File: src/rtl/tag_sort_pkg.sv
// Shared widths, FSM state encoding and header layout for the tag-sort dequeue path.
// Latency: n/a (declarations only).
// Backpressure: n/a (declarations only).
//
// Contents:
//   TAG_W/SPB_AW/ID_W/DATA_W/LEN_W  default bus widths
//   RD_LAT_CYC  tag circuit request-to-result latency
//   OCC_W       occupancy counter width
//   HDR_LEN_LSB position of the length field in the header word
//   state_t     dequeue FSM states
package tag_sort_pkg;

    localparam int TAG_W       = 12;
    localparam int SPB_AW      = 13;
    localparam int ID_W        = 13;
    localparam int DATA_W      = 32;
    localparam int LEN_W       = 6;
    localparam int RD_LAT_CYC  = 2;
    localparam int OCC_W       = 13;

    // Packet length (in words, header included) sits in the low bits of the header.
    localparam int HDR_LEN_LSB = 0;

    typedef enum logic [2:0] {
        ST_IDLE,
        ST_REQ,
        ST_WAIT,
        ST_CAP,
        ST_HDR,
        ST_STREAM,
        ST_FREE
    } state_t;

endpackage

File: src/rtl/tag_sort_dequeue_ctrl_skid.sv
// Two-entry output FIFO of {data,sop,eop} with registered valid and an occupancy count.
// Latency: a word pushed in cycle n is presented on o_vld in cycle n+1.
// Backpressure: head word held stable while o_vld & !i_rdy; the producer must keep pushes within the free slots (o_cnt).
//
// Ports:
//   i_clk, i_rst                 clock, asynchronous active-high reset
//   i_push, i_dat, i_sop, i_eop  write side (no full check: caller guarantees space)
//   o_vld, o_dat, o_sop, o_eop   head word, i_rdy pops it
//   o_cnt                        entries currently stored (0..2)
module dq_skid_buf
    import tag_sort_pkg::*;
#(
    parameter int DW = DATA_W
) (
    input  logic          i_clk,
    input  logic          i_rst,
    input  logic          i_push,
    input  logic [DW-1:0] i_dat,
    input  logic          i_sop,
    input  logic          i_eop,
    input  logic          i_rdy,
    output logic          o_vld,
    output logic [DW-1:0] o_dat,
    output logic          o_sop,
    output logic          o_eop,
    output logic [1:0]    o_cnt
);

    logic [DW+1:0] r_mem [0:1];
    logic          r_wr_ptr;
    logic          r_rd_ptr;
    logic [1:0]    r_cnt;
    logic          w_pop;

    assign w_pop = (r_cnt != 2'd0) & i_rdy;

    always_ff @(posedge i_clk or posedge i_rst) begin
        if (i_rst) begin
            r_mem[0] <= '0;
            r_mem[1] <= '0;
            r_wr_ptr <= 1'b0;
            r_rd_ptr <= 1'b0;
            r_cnt    <= 2'd0;
        end else begin
            if (i_push) begin
                r_mem[r_wr_ptr] <= {i_dat, i_sop, i_eop};
            end
            r_wr_ptr <= r_wr_ptr ^ i_push;
            r_rd_ptr <= r_rd_ptr ^ w_pop;
            r_cnt    <= r_cnt + {1'b0, i_push} - {1'b0, w_pop};
        end
    end

    assign o_vld                 = (r_cnt != 2'd0);
    assign {o_dat, o_sop, o_eop} = r_mem[r_rd_ptr];
    assign o_cnt                 = r_cnt;

endmodule

File: src/rtl/tag_sort_dequeue_ctrl.sv
// Dequeues the smallest-tag packet from the tag circuit, streams its SPB words out, then frees its SPB address.
// Latency: pck_addr_req to first o_out_valid is RD_LAT+2 cycles; 1 word/cycle while o_out_ready stays high.
// Backpressure: SPB reads are throttled so the 2-entry skid buffer never overflows; release waits for the eop handshake.
//
// Ports:
//   i_clk, i_rst                                  clock, asynchronous active-high reset
//   i_tag_wr, i_wr_done_mem                       tag insert pulse, tag circuit idle
//   o_pck_addr_req, i_pck_addr_out/id/tag         dequeue request and its result (RD_LAT later)
//   o_spb_rd_en/addr, i_spb_rd_data               SPB read port, data one cycle after strobe
//   o_spb_free_valid/addr                         SPB address release pulse
//   o_out_valid/i_out_ready/data/sop/eop/id/tag   packet word stream
//   o_occ, o_ovf_err                              tag occupancy, sticky overflow flag
module tag_sort_dequeue_ctrl
    import tag_sort_pkg::*;
#(
    parameter int T      = TAG_W,
    parameter int S      = SPB_AW,
    parameter int I      = ID_W,
    parameter int D      = DATA_W,
    parameter int L      = LEN_W,
    parameter int RD_LAT = RD_LAT_CYC,
    parameter int C      = OCC_W
) (
    input  logic         i_clk,
    input  logic         i_rst,
    input  logic         i_tag_wr,
    input  logic         i_wr_done_mem,
    output logic         o_pck_addr_req,
    input  logic [S-1:0] i_pck_addr_out,
    input  logic [I-1:0] i_pck_id_out,
    input  logic [T-1:0] i_tag_value_out,
    output logic         o_spb_rd_en,
    output logic [S-1:0] o_spb_rd_addr,
    input  logic [D-1:0] i_spb_rd_data,
    output logic         o_spb_free_valid,
    output logic [S-1:0] o_spb_free_addr,
    output logic         o_out_valid,
    input  logic         i_out_ready,
    output logic [D-1:0] o_out_data,
    output logic         o_out_sop,
    output logic         o_out_eop,
    output logic [I-1:0] o_out_id,
    output logic [T-1:0] o_out_tag,
    output logic [C-1:0] o_occ,
    output logic         o_ovf_err
);

    state_t       r_state;
    state_t       w_state_nxt;
    logic [C-1:0] r_occ;
    logic         r_ovf;
    logic [3:0]   r_wait_cnt;
    logic [S-1:0] r_base;
    logic [I-1:0] r_id;
    logic [T-1:0] r_tag;
    logic [L-1:0] r_len;
    logic [L-1:0] r_rd_idx;     // index of the next word to read (header is 0)
    logic         r_infl;       // a read was issued last cycle, its data is on i_spb_rd_data now
    logic         r_infl_eop;
    logic         r_eop_acc;    // last word of the current packet has been handed off

    logic         w_req;
    logic         w_can_req;
    logic         w_rd_en;
    logic [S-1:0] w_rd_addr;
    logic         w_rd_last;
    logic         w_free;
    logic [L-1:0] w_len_raw;
    logic [L-1:0] w_len;
    logic [S-1:0] w_body_addr;
    logic         w_push;
    logic         w_push_sop;
    logic         w_push_eop;
    logic         w_sk_vld;
    logic [D-1:0] w_sk_dat;
    logic         w_sk_sop;
    logic         w_sk_eop;
    logic [1:0]   w_sk_cnt;
    logic         w_pop;
    logic [2:0]   w_fill;
    logic         w_space;

    assign w_req     = (r_state == ST_REQ);
    assign w_can_req = (r_occ != '0) & i_wr_done_mem & ~i_tag_wr;

    // A zero length field still carries the header, so it is a one-word packet.
    assign w_len_raw = i_spb_rd_data[HDR_LEN_LSB +: L];
    assign w_len     = (w_len_raw == '0) ? L'(1) : w_len_raw;

    // Modulo-2^S address: the sum simply wraps from 2^S-1 to 0.
    assign w_body_addr = r_base + S'(r_rd_idx);

    // Word arriving from the SPB this cycle; the header's eop is only known once its length is visible.
    assign w_push     = r_infl;
    assign w_push_sop = (r_state == ST_HDR);
    assign w_push_eop = (r_state == ST_HDR) ? (w_len == L'(1)) : r_infl_eop;

    // Fill level after this cycle's push/pop; a new read lands next cycle, so it may issue only if
    // that level leaves a slot. Counting this cycle's pop is what allows one word per cycle.
    assign w_pop   = w_sk_vld & i_out_ready;
    assign w_fill  = {1'b0, w_sk_cnt} + {2'b00, w_push} - {2'b00, w_pop};
    assign w_space = (w_fill < 3'd2);

    always_ff @(posedge i_clk or posedge i_rst) begin
        if (i_rst) begin
            r_state <= ST_IDLE;
        end else begin
            r_state <= w_state_nxt;
        end
    end

    always_comb begin
        w_state_nxt = r_state;
        w_rd_en     = 1'b0;
        w_rd_addr   = '0;
        w_rd_last   = 1'b0;
        w_free      = 1'b0;
        case (r_state)
            ST_IDLE: begin
                if (w_can_req) begin
                    w_state_nxt = ST_REQ;
                end
            end
            ST_REQ: begin
                w_state_nxt = (RD_LAT > 1) ? ST_WAIT : ST_CAP;
            end
            ST_WAIT: begin
                if (r_wait_cnt == 4'(RD_LAT - 2)) begin
                    w_state_nxt = ST_CAP;
                end
            end
            ST_CAP: begin
                // The previous packet's eop was accepted before its release, so the buffer is empty here.
                w_rd_en     = 1'b1;
                w_rd_addr   = i_pck_addr_out;
                w_state_nxt = ST_HDR;
            end
            ST_HDR: begin
                if (w_len == L'(1)) begin
                    w_state_nxt = ST_FREE;
                end else begin
                    w_state_nxt = ST_STREAM;
                    if (w_space) begin
                        w_rd_en   = 1'b1;
                        w_rd_addr = w_body_addr;
                        w_rd_last = (r_rd_idx == w_len - L'(1));
                    end
                end
            end
            ST_STREAM: begin
                if (r_rd_idx == r_len) begin
                    w_state_nxt = ST_FREE;
                end else if (w_space) begin
                    w_rd_en   = 1'b1;
                    w_rd_addr = w_body_addr;
                    w_rd_last = (r_rd_idx == r_len - L'(1));
                end
            end
            ST_FREE: begin
                if (r_eop_acc) begin
                    w_free      = 1'b1;
                    w_state_nxt = w_can_req ? ST_REQ : ST_IDLE;
                end
            end
            default: begin
                w_state_nxt = ST_IDLE;
            end
        endcase
    end

    // Occupancy: a write and a dequeue in the same cycle cancel out.
    always_ff @(posedge i_clk or posedge i_rst) begin
        if (i_rst) begin
            r_occ <= '0;
            r_ovf <= 1'b0;
        end else begin
            if (i_tag_wr && (r_occ == {C{1'b1}})) begin
                r_ovf <= 1'b1;
            end
            case ({i_tag_wr, w_req})
                2'b10: begin
                    if (r_occ != {C{1'b1}}) begin
                        r_occ <= r_occ + C'(1);
                    end
                end
                2'b01: begin
                    r_occ <= r_occ - C'(1);
                end
                default: begin
                    r_occ <= r_occ;
                end
            endcase
        end
    end

    always_ff @(posedge i_clk or posedge i_rst) begin
        if (i_rst) begin
            r_wait_cnt <= '0;
            r_base     <= '0;
            r_id       <= '0;
            r_tag      <= '0;
            r_len      <= '0;
            r_rd_idx   <= '0;
            r_infl     <= 1'b0;
            r_infl_eop <= 1'b0;
            r_eop_acc  <= 1'b0;
        end else begin
            if (r_state == ST_REQ) begin
                r_wait_cnt <= '0;
            end else if (r_state == ST_WAIT) begin
                r_wait_cnt <= r_wait_cnt + 4'd1;
            end

            if (r_state == ST_CAP) begin
                r_base    <= i_pck_addr_out;
                r_id      <= i_pck_id_out;
                r_tag     <= i_tag_value_out;
                r_rd_idx  <= L'(1);
                r_eop_acc <= 1'b0;
            end else begin
                if (w_rd_en) begin
                    r_rd_idx <= r_rd_idx + L'(1);
                end
                if (w_pop && w_sk_eop) begin
                    r_eop_acc <= 1'b1;
                end
            end

            if (r_state == ST_HDR) begin
                r_len <= w_len;
            end

            r_infl     <= w_rd_en;
            r_infl_eop <= w_rd_last;
        end
    end

    dq_skid_buf #(
        .DW (D)
    ) u_skid (
        .i_clk  (i_clk),
        .i_rst  (i_rst),
        .i_push (w_push),
        .i_dat  (i_spb_rd_data),
        .i_sop  (w_push_sop),
        .i_eop  (w_push_eop),
        .i_rdy  (i_out_ready),
        .o_vld  (w_sk_vld),
        .o_dat  (w_sk_dat),
        .o_sop  (w_sk_sop),
        .o_eop  (w_sk_eop),
        .o_cnt  (w_sk_cnt)
    );

    assign o_pck_addr_req   = w_req;
    assign o_spb_rd_en      = w_rd_en;
    assign o_spb_rd_addr    = w_rd_addr;
    assign o_spb_free_valid = w_free;
    assign o_spb_free_addr  = w_free ? r_base : '0;
    assign o_out_valid      = w_sk_vld;
    assign o_out_data       = w_sk_dat;
    assign o_out_sop        = w_sk_sop;
    assign o_out_eop        = w_sk_eop;
    assign o_out_id         = r_id;
    assign o_out_tag        = r_tag;
    assign o_occ            = r_occ;
    assign o_ovf_err        = r_ovf;

endmodule
File: config.mk
export PLATFORM = sky130hd
export DESIGN_NAME = tag_sort_dequeue_ctrl
export DESIGN_NICKNAME = d
export VERILOG_FILES = /design/src/rtl/tag_sort_pkg.sv /design/src/rtl/tag_sort_dequeue_ctrl_skid.sv /design/src/rtl/tag_sort_dequeue_ctrl.sv
export SDC_FILE = /design/constraint.sdc
export NUM_CORES = 1
export LEC_CHECK = 0
export ABC_AREA = 1
export BUFFER_PORTS_ARGS = -buffer_cell sky130_fd_sc_hd__buf_2
export CAP_MARGIN = 20
export CORE_ASPECT_RATIO = 1.2
export CORE_MARGIN = 2
export CORE_UTILIZATION = 59
export DETAILED_ROUTE_END_ITERATION = 7
export PLACE_DENSITY = 0.87
export SLEW_MARGIN = 10
export SYNTH_ARGS = -nofsm -noshare
export SYNTH_HDL_FRONTEND = slang
export SYNTH_SLANG_ARGS = --single-unit
File: constraint.sdc
create_clock -name i_clk -period 9.2 [get_ports i_clk]
set_input_delay 2.76 -clock i_clk [delete_from_list [all_inputs] [get_ports i_clk]]
set_output_delay 2.76 -clock i_clk [all_outputs]
set_load 0.02 [all_outputs]
* Word-level counts from Yosys, hierarchy flattened
Index checks and enable logic that the tools add are counted.
** Word-level totals
- Register bits after elaboration :: 146
- Bits in latches :: 0
- Bits in writable memories :: 0
- Memory bits (read-only) :: 0
- Input bits :: 75
- Output and inout port bits :: 103
- Logic and storage cells :: 112
- Memories :: 0
** Cells by class
- Add/sub/neg operators :: 11
- Multiply operators :: 0
- Div/mod/pow operators :: 0
- Magnitude comparators :: 4
- Eq/ne operators :: 19
- Shift operators :: 0
- Muxes and demuxes :: 39
- Bitwise operators :: 8
- Reductions and logical operators :: 14
** Operators by type and width (number)
- two-way mux 34 bit :: 4
- bitwise mux 68 bit :: 1
- two-way mux 13 bit :: 5
- case mux 13 bit (3 select lines) :: 1
- demux 34 bit (select 1 bit) :: 1
- case mux 13 bit (2 select lines) :: 1
- case mux 3 bit (7 select lines) :: 1
- == test 6 bit :: 3
- two-way mux 6 bit :: 3
- adder 13 x 1 -> 13 bit (second input constant) :: 1
- adder 13 x 6 -> 13 bit :: 1
- == test 13 bit (second input constant) :: 1
- two-way mux 1 bit :: 13
- inequality test 13 bit (second input constant) :: 1
- nonzero test 13 bit :: 1
- subtractor 13 x 1 -> 13 bit (second input constant) :: 1
- two-way mux 3 bit :: 4
- subtractor 6 x 1 -> 6 bit (second input constant) :: 2
- inequality test 2 bit (second input constant) :: 5
- nonzero test 2 bit :: 5
- == test 3 bit (second input constant) :: 3
- two-way mux 4 bit :: 2
- adder 6 x 1 -> 6 bit (second input constant) :: 1
- == test 3 x 2 -> 1 bit (second input constant) :: 2
- other kinds (25) :: 32

* Depth between registers and ports, before layout
Gate-level depths: netlist of run 1.
- Depth in word-level cells :: 9
- Gate-level depth with buffers :: 16
- Gate-level depth less buffers :: 16

* Modules after synthesis
From an unflattened synthesis of run 1, not the netlist that was laid out.
** Unflattened totals
- Cell total of the unflattened synthesis :: 1112
- Area, all modules :: 8222.9 µm²
** By module, submodules not included
- tag_sort_dequeue_ctrl :: times used 1, cells each 721, area each 5006.1 µm²
- dq_skid_buf :: times used 1, cells each 391, area each 3216.8 µm²

* Least setup slack after synthesis of run 1
No wires, ideal clock.
- Kind :: input-to-output
- Start point :: input port i_out_ready
- End point :: output port o_spb_rd_addr[10]
- Data arrival time :: 4.644 ns
- Data required time :: 6.440 ns
- Setup slack :: 1.796 ns
- Cell stages on the path :: 12
- Cells stage by stage :: nand2_1 > inv_1 > ha_1 > inv_1 > ha_1 > fa_1 > nand3b_1 > inv_1 > nand3_2 > nand2_4 > nand3_1 > nand2_1
** Between the ends
- Word-level cells in the longest chain between the ends :: 6
- Elaborated cells between the ends (all ways) :: 7
- Classes of those cells :: add/sub: 1; order compare: 1; mux: 4; bitwise: 1
** RTL lines
- from (decl) :: RTL line tag_sort_dequeue_ctrl.sv:38 : input logic i_out_ready,
- bitwise AND 1 bit * :: RTL line tag_sort_dequeue_ctrl.sv:100 : assign w_pop = w_sk_vld & i_out_ready;
- subtractor 3 x 1 -> 3 bit * :: RTL line tag_sort_dequeue_ctrl.sv:101 : assign w_fill = {1'b0, w_sk_cnt} + {2'b00, w_push} - {2'b00, w_pop};
- net w_fill[1] :: RTL line tag_sort_dequeue_ctrl.sv:80 : logic [2:0] w_fill;
- less-than comparator 3 x 2 -> 1 bit * :: RTL line tag_sort_dequeue_ctrl.sv:102 : assign w_space = (w_fill < 3'd2);
- two-way mux 13 bit * :: RTL line tag_sort_dequeue_ctrl.sv:143, tag_sort_dequeue_ctrl.sv:153
- two-way mux 13 bit (on tied branches) :: RTL line tag_sort_dequeue_ctrl.sv:151, tag_sort_dequeue_ctrl.sv:139
- case mux 13 bit (3 select lines) * :: RTL line tag_sort_dequeue_ctrl.sv:118 : case (r_state)
- to (decl) :: RTL line tag_sort_dequeue_ctrl.sv:33 : output logic [S-1:0] o_spb_rd_addr,
The timed path passes the listed nets; every way through them passes the cells marked *.

* Worst setup path after layout of run 1
- Start point :: input port i_out_ready
- End point :: output port o_spb_rd_addr[8]
The elaborated chain is that of the path after synthesis.

==> results of run 1 <==
## metrics by stage
| stage | instance area, µm² | std cells |
|---|---|---|
| final | 9640 | 1434 |
| after global routing | 9640 | 1434 |
| after CTS | 9610 | 1432 |
| after detailed placement | 9010 | 1400 |
| after global placement | 9010 | 1400 |
| after floorplan | 8060 | 1089 |
## power by group
part	leakage, nW	switching [mW]	internal [mW]
Combinational	3.27	1.08	0.543
Clock	0.295	0.293	0.398
Sequential	1.80	0.233	0.943
## cells by family (layout without fill, tap and decap cells)
family	count (synthesis)	in the layout	synth area share, %
buffers and inverters	167	344	8.32
XOR/XNOR	19	19	2.06
flip-flops	146	146	45.3
AO/OA/AOI/OAI	139	139	9.28
AND/OR/NAND/NOR	589	589	30.2
adder cells (fa/ha/maj)	29	29	4.78
## path summary, 6_finish.rpt
kind                                  from                to  slack (ns)  cells past startpoint
min                            o_out_id[8]       o_out_id[8]        0.47                      2
max                            i_out_ready  o_spb_rd_addr[8]        1.36                     14
max reg2reg                u_skid.o_cnt[1]       r_rd_idx[2]        6.43                     14
min in group asynchronous            i_rst            r_infl        2.42                      2
min reg2reg                    o_out_id[8]       o_out_id[8]        0.47                      2
max in group asynchronous            i_rst   u_skid.r_rd_ptr        5.37                      3
## worst max-delay path, delay by kind of cell
family	cells	cell delay [ns]
simple gates	6	0.90
buf+inv	5	0.53
fa+ha+maj	3	0.90
## flip-flops by register name, indices dropped and copies added, names as in the netlist, 2 cells and up
signal and flops:
r_rd_idx 6, o_out_tag 12, r_wait_cnt 4, o_occ 13
r_base 13, o_out_id 13, u_skid.r_mem 68, u_skid.o_cnt 2
r_len 6, r_state 3
## cell usage after synthesis, drive strengths merged
master / n / area [µm²]
or2: 2 / 12.5
clkbuf: 24 / 91.3
nor3b: 1 / 7.51
a21oi: 15 / 75.1
xor2: 15 / 131
nand4: 13 / 81.3
inv: 130 / 490
o21ai: 115 / 606
nand2b: 1 / 6.26
nor2: 66 / 258
o21bai: 8 / 60.1
a21boi: 1 / 7.51
dfrtp: 146 / 3650
nor3: 8 / 56.3
nand2: 431 / 1660
xnor2: 4 / 35.0
nand3: 63 / 330
fa: 3 / 60.1
buf: 13 / 88.8
ha: 26 / 325
nand3b: 4 / 30.0
## routing by layer
layer  vias up  part of all wire (%)
li1       3741                     -
met1      3454                    42
met2       295                    49
met3        51                   5.8
met4         0                   2.7
met5         -                     0
## cell type report
| type | instances | area (µm²) | share of cell area, % |
|---|---|---|---|
| sequential | 146 | 3650 | 37.9 |
| clock buffer | 19 | 453 | 4.70 |
| clock inverter | 13 | 139 | 1.44 |
| tap | 168 | 210 | 2.18 |
| timing repair buffer | 182 | 943 | 9.78 |
| multi-input combinational | 776 | 3750 | 38.9 |
| inverter | 130 | 495 | 5.14 |
==> impl.org, run 1 <==
** Run status
- The flow ran to the end, and the final reports show no timing, DRC or antenna violations.

** Logic synthesis
- The synthesized netlist occupies a cell area of 0.00806 mm².
- Sequential-to-total area share from yosys stat :: 45.3%
- Synthesis handed over a netlist of 1089 instances.
- In this run, synthesis produced a sequential element count of 146.
- Syn. warnings :: 0
- Counting distinct cell types in the post-synthesis netlist gives 36.
- Post-synth net total :: about 1200
- Post-synthesis area per instance :: 7.40 µm²

** Clocking
- After clock tree synthesis, the clock-pin slew on the worst setup and hold paths is roughly 0.06 ns.
- The clock net in this run drives a total of about 150 sinks.
- Insertion delay of the later-clocked pin in the worst-skew pair :: 0.42 ns
- After clock tree synthesis, the flow added hold-fix buffers numbering 0.
- TritonCTS created 17 clock buffers.
- The tree is rooted in a sky130_fd_sc_hd__clkbuf_16.
- CTS tree :: built
- Gates resized during post-CTS repair numbered 0.
- After clock tree synthesis, the setup repair step added 0 buffers.
- Deepest clock path buffer count :: 2
- H-tree depth :: 4

** Job
- Max-cap violations in this run came to 0.

** Drt
- Post-route ant nets :: 0
- Post-DR wirelength/cell :: 13.6 µm
- After detailed routing, the number of remaining DRC violations is 0.
- Detailed-route via count :: 7541
- Using the TritonRoute via totals, the vias-per-cell ratio works out to 5.26.
- Detailed Routing Iterations Pass 1 :: 5
- Routed wire length :: 19600 µm
- Initial detailed-routing violation count :: between 500 and 600

** Setup path
- For this design, the slowest cell found on the critical path is sky130_fd_sc_hd__fa_1.
- STA classifies the critical path endpoint as an output pin.
- Of all nets on the critical path, the largest fanout is 10.
- The critical path is of the in2out type.
- STA puts the critical path data arrival time at around 5 ns.
- CP most frequent cell :: sky130_fd_sc_hd__inv_1
- Crit path required time :: 6.44 ns
- Startpoint types :: primary input
- Walking the worst path, the cells encountered are buf_2 -> nand2_1 -> inv_1 -> ha_1 -> inv_1 -> ha_1 -> fa_1 -> nand3b_1 -> inv_1 -> nand3_2 -> nand2_4 -> nand3_1 -> nand2_1 -> buf_2.
- The largest single stage delay on the critical path is around 0.45 ns.

** Pwr
- Leakage power figure :: 5.37 nW
- In this run the power density over the cells is 362 mW/mm².
- VDD sags by at most 227 µV.
- PnR Total Power :: 3.49 mW

** Timing
- Number of setup violations in the final report :: 0
- Hold violation count in the final report :: 0
- Final hold slack :: 0.466 ns
- The final critical path takes up 85.2% of the cycle.
- Post-route setup TNS :: 0 ns
- Final slew viol count :: 0
- F_max :: 128 MHz
- Slew Limit Headroom :: 34.5%
- Setup repair after global routing missed its margin :: false
- Worst Setup Slack, final :: 1.36 ns
- After layout, the minimum clock period comes to 7.84 ns.
- Across the routed clock network, the largest skew measured is 0.0119 ns.
- For the pin with the worst max-slew slack, the measured transition is 0.982 ns.

** Final layout
- Most common cell after layout, fill and taps aside :: sky130_fd_sc_hd__nand2_1
- In the final layout, the share of cells above drive strength 1 is about a fifth.
- Finished Core Util :: 72.5%
- Antenna diodes :: 0
- In the final design database the tool counted 1357 nets.
- Synth-to-Final Area Change :: 19.6%
- Highest-count cells in the layout ignoring fill and taps :: sky130_fd_sc_hd__nand2_1 (420), sky130_fd_sc_hd__buf_2 (177), sky130_fd_sc_hd__dfrtp_1 (145), sky130_fd_sc_hd__inv_1 (123), sky130_fd_sc_hd__o21ai_0 (105)
- The filler cells instantiated in the layout total 1081.

** Die
- The die covers 0.0146 mm².
- Starting utilization of the core area :: 60.6%
- Placement row count :: 46
- Pin placement for this block handled 178 I/O pins.
- Core Area :: around 0.013 mm²
- In this run the horizontal extent of the chip is 111 µm.
- From bottom edge to top edge, the die measures 132 µm.

** Global route
- The via count of the first global-routing pass was 7268.
- Initial antenna violation count :: 0
- For met3 alone, demand over resource in global routing was 4.37%.
- Global Route met2 Usage :: 46.0%
- Global routing used 35.4% of the available met1 tracks.
- Global-route wire length before repair :: 33300 µm
- Gr usage total :: 27.2%
- The global routing stage identified its most utilized layer as met2.
- Overflow left after global routing :: 0
- Largest net degree at the start of global routing :: 77

** Placement
- Worst setup slack after placement :: 1.37 ns
- At the end of routability-driven placement, the weighted congestion stood at 0.921.
- Placed wire-length estimate :: 13600 µm
- Number of buffers inserted by port buffering :: 177

** Hold path
- Classification of the worst-slack hold path :: reg2reg
Note: power is estimated with default switching activity, not from simulation.
==> run 2: changes to the inputs <==
ABC_AREA = default   (was 1)
CORE_UTILIZATION = 55   (was 59)
PLACE_DENSITY = 0.82   (was 0.87)
clock period = 8.4 ns   (was 9.2 ns; I/O delays follow)
==> run 2 against run 1 <==
  * Count of clock-buffer cells in the layout fell by 1
  * Sequential power increased by 14%
  * Setup slack worse by 0.63 ns
  * Critical path depth down 2
  * Sequential share of layout area increased by 1.2 points
  * Synthesized area fell by 3.9%
  * Critical path type unchanged
  * Largest power group unchanged
==> impl.org, run 2 <==
** Setup path
- Arr. time, crit path :: 5.15 ns
- Walking the worst path, the cells encountered are buf_2 -> and2_1 -> ha_1 -> inv_1 -> ha_1 -> fa_1 -> xnor2_1 -> nor2_1 -> inv_1 -> or2_1 -> o31ai_1 -> buf_2.
- Worst setup slack for register-to-register paths :: 4.81 ns
- Startpoint types :: primary input
- In this run the critical register-to-register path is captured at o_occ[9].
- Along the worst path, the maximum fanout reaches 13.
- The slowest stage of the critical path is the sky130_fd_sc_hd__or2_1 cell.
- In this run the critical register-to-register path is launched from r_state[0].
- Number of cells traversed by the worst register-to-register path :: 10
- The worst setup path is of the in2out kind.
- The worst setup path is captured at an output pin.
- On the worst path, the slowest cell contributes a delay of between 0.4 and 0.5 ns.
- Crit path required time :: 5.88 ns

** Clocking
- The tree built by TritonCTS fans out to approximately 150 sinks.
- # hold bufs at CTS :: 0
- The clock tree synthesis step divided the H-tree into 4 levels.
- Clock latency on the worst-skew pair, taken at its later pin, is 0.43 ns.
- Number of buffers inserted during clock tree synthesis :: 17
- Cts repair resizes :: 0
- CTS tree :: built
- No sink is reached through more buffers than the 2 on the longest clock path.
- Buffer type at the clock tree root :: sky130_fd_sc_hd__clkbuf_16
- Clock transition at the register clock pins on the worst setup and hold paths after CTS :: around 0.060 ns
- Number of post-CTS setup repair buffers :: 0

** Pwr
- The clock network is responsible for 19.8% of the overall power.
- Of the total power, the share spent switching nets is 42.0%.
- Internal Power :: roughly 2.3 mW
- Leakage power figure :: between 4 and 5 nW
- NetSw :: 1.65 mW
- Combinational share of power :: a little under half
- Per report_power, the sequential group accounts for 34.0% of the total.
- Highest ir drop seen on vdd :: 232 µV
- Power density of the placed cells :: ~420 mW/mm²

** Final layout
- Final instance area :: ~0.0093 mm²
- u_skid.r_mem holds more flip-flops than any other register.
- Number of nets in the final layout :: 1020
- Layout cell share with drive strength beyond 1 :: around 35%
- The register with the most flip-flops in the layout has 68 of them.
- In the layout the commonest cells are sky130_fd_sc_hd__buf_2 (177), sky130_fd_sc_hd__dfrtp_1 (146), sky130_fd_sc_hd__nand2_1 (144), sky130_fd_sc_hd__mux2_2 (104), sky130_fd_sc_hd__o21ai_0 (35).
- The layout has 1098 filler cells.
- The library cell used most frequently in the layout, excluding fill and tap cells, is sky130_fd_sc_hd__buf_2.
- Synth-to-Final Area Change :: 20.5%

** Placement
- The count of buffers added on input and output ports is 177.
- Routability-driven placement finished with a final weighted congestion of a little over 0.9.
- Placed wire-length estimate :: roughly 13000 µm
- Area after detailed placement :: 0.00872 mm²

** Drt
- In this run the top signal layer used is met5.
- Detailed Routing Iterations Pass 1 :: 4
- Post-DR vias/cell :: ~5.6
- Summed over all nets, wire length on met2 after detailed routing comes to 9360 µm.
- The routed layout has ~6100 vias.
- Post-route ant nets :: 0
- Wire segments on met3 add up to 745 µm in the final route.
- In the final routed layout, each cell accounts on average for 16.3 µm.
- The first routing iteration left around 360 violations.
- For this run, design rule violations remaining after detail routing come to 0.
- The final layout contains routed wiring with a total length of roughly 18000 µm.
- Metal1 wirelength :: ~7500 µm

** Timing
- Setup repair after global routing missed its margin :: false
- Setup violations remaining at the end of the flow were counted as 0.
- Slew Limit Headroom :: 38.0%
- Hold violation count in the final report :: 0
- On the final layout, the worst clock skew is 0.0120 ns.
- Final slew viol count :: 0
- Final hold slack :: 0.459 ns
- In the final timing run, aggregate negative setup slack is 0 ns.
- At the pin with the least slew margin, the transition time is 0.928 ns.
- Timing would allow up to between 100 and 150 MHz.
- Minimum clock period :: 7.67 ns
- The final critical path takes up about nine tenths of the cycle.

** Logic synthesis
- Post-synthesis adder-cell area fraction :: 4.97%
- Most frequently used flop master after synthesis :: sky130_fd_sc_hd__dfrtp_1
- Counting flops and latches in the post-synthesis netlist gives ~150.
- Sequential-to-total area share from yosys stat :: between 40% and 50%
- Most area-consuming cells after synthesis :: sky130_fd_sc_hd__dfrtp_1 (47%), sky130_fd_sc_hd__mux2_2 (15%), sky130_fd_sc_hd__nand2_1 (7.0%)
- The number of nets in the synthesized netlist is 857.
- Cell count after synthesis :: 753
- Combinational family with the most area after synthesis :: multiplexers
- A synthesized cell averages 10.3 µm².
- After Yosys synthesis, XOR and XNOR cells account for 3.50% of the synthesized area.
- Summing every instance area after synthesis gives between 0.007 and 0.008 mm².
- Summing the areas of all compound-gate instances in the mapped netlist gives 9.75% of the synthesized area.
- After Yosys synthesis, and, or, nand and nor cells account for between 10 and 15% of the synthesized area.
- Syn. warnings :: 0
- Post-synth top area share :: 47.1%
- Proportion of register bits with asynchronous set or reset after synthesis :: 100%
- The commonest cells after synthesis are sky130_fd_sc_hd__dfrtp_1 (146), sky130_fd_sc_hd__nand2_1 (144), sky130_fd_sc_hd__mux2_2 (104).
- Measured against the total synthesized area, the mux share comes to about 16%.
- In the post-synthesis netlist, the cell with the most instances is sky130_fd_sc_hd__dfrtp_1.
- The biggest area contributor in the post-synthesis netlist is sky130_fd_sc_hd__dfrtp_1.
- Counting flops with a built-in enable in the synthesized netlist gives 0.
- Distinct cell type count of the synthesized netlist :: 60

** Hold path
- The worst hold path terminates at o_ovf_err.
- Hold depth :: 1
- The startpoint identified for the worst hold timing path is o_ovf_err.
- Classification of the worst-slack hold path :: reg2reg

** Die
- Width of the die :: between 100 and 150 µm
- The die is 134 µm tall.
- Die area :: 0.0151 mm²
- In this run the standard cell core region covers between 0.01 and 0.015 mm².
- The initialized floorplan defines 47 standard-cell rows.
- The initial utilization of the core area, before any placement, comes to 56.3%.
- 178 I/O pins were placed.

** Global route
- Via count of the first global-routing pass :: 6027
- For this run the aggregate overflow at the end of global routing stands at 0.
- Initial antenna violation count :: 1
- The first global-routing pass estimated roughly 29000 µm of wire.
- Global routing consumed, over all layers together, 24.1% of the routing resources.
- Largest net degree at the start of global routing :: 92

** Job
- Across the run, the number of max-cap violations was 0.

** Run status
- The flow ran to the end, and the final reports show no timing, DRC or antenna violations.
[run 2: through the flow]
stage / instances / total power, mW / utilization, % / setup WS [ns]
after floorplan: 753 / 2.63 / - / 0.967
after global placement: 1067 / 3.10 / 63.3 / 0.823
after detailed placement: 1068 / 3.16 / 63.4 / 0.742
after CTS: 1100 / 3.96 / 67.8 / 0.742
after global routing: 1100 / 4.19 / 67.8 / 0.522
final: 1101 / 3.93 / 67.9 / 0.732
[run 2: worst max-delay path by stage]
stage,startpoint,endpoint,depth (start not counted)
after floorplan,i_out_ready,o_spb_rd_addr[10],12
after global placement,i_out_ready,o_spb_rd_addr[9],12
after detailed placement,i_out_ready,o_spb_rd_addr[7],12
after CTS,i_out_ready,o_spb_rd_addr[7],12
after global routing,i_out_ready,o_spb_rd_addr[7],12
final,i_out_ready,o_spb_rd_addr[9],12
[run 2: logic make-up (layout without fill, tap and decap cells)]
| kind of cell | Yosys count | in the layout |
|---|---|---|
| other cells | 0 | 1 |
| mux | 112 | 112 |
| flops | 146 | 146 |
| fa+ha+maj | 29 | 29 |
| xor+xnor | 31 | 31 |
| simple gates | 250 | 250 |
| compound gates | 120 | 120 |
| buf+inv | 65 | 241 |
[run 2: worst max-delay path, delay by kind of cell]
| kind | cells | cell delay, ns |
|---|---|---|
| adder cells (fa/ha/maj) | 3 | 0.86 |
| AND/OR/NAND/NOR | 3 | 0.90 |
| buffers and inverters | 4 | 0.41 |
| XOR/XNOR | 1 | 0.14 |
| AO/OA/AOI/OAI | 1 | 0.29 |
[run 2: cell type report]
class | instances | area (µm²) | area share (%)
multi-input cells | 542 | 3820 | 40.9
flip-flops and latches | 146 | 3650 | 39.1
repair buffers | 184 | 938 | 10.0
clock buffers | 18 | 439 | 4.70
well taps | 171 | 214 | 2.29
clock inverters | 14 | 173 | 1.85
inverters | 25 | 98.8 | 1.06
diodes | 1 | 2.50 | 0.0268
[run 2: power groups by stage]
stage,Sequential [mW],Combinational [mW],Clock [mW]
2_1_floorplan,1.33,1.29,0
6_report,1.34,1.82,0.778
3_3_place_gp,1.32,1.77,0
3_5_place_dp,1.34,1.82,0
4_1_cts,1.33,1.83,0.793
5_1_grt,1.38,1.99,0.818
[run 2: routing by layer]
layer	vias up	global-route usage (%)
li1	2953	-
met1	3002	30.0
met2	146	41.5
met3	25	5.47
met4	2	8.74
met5	-	0
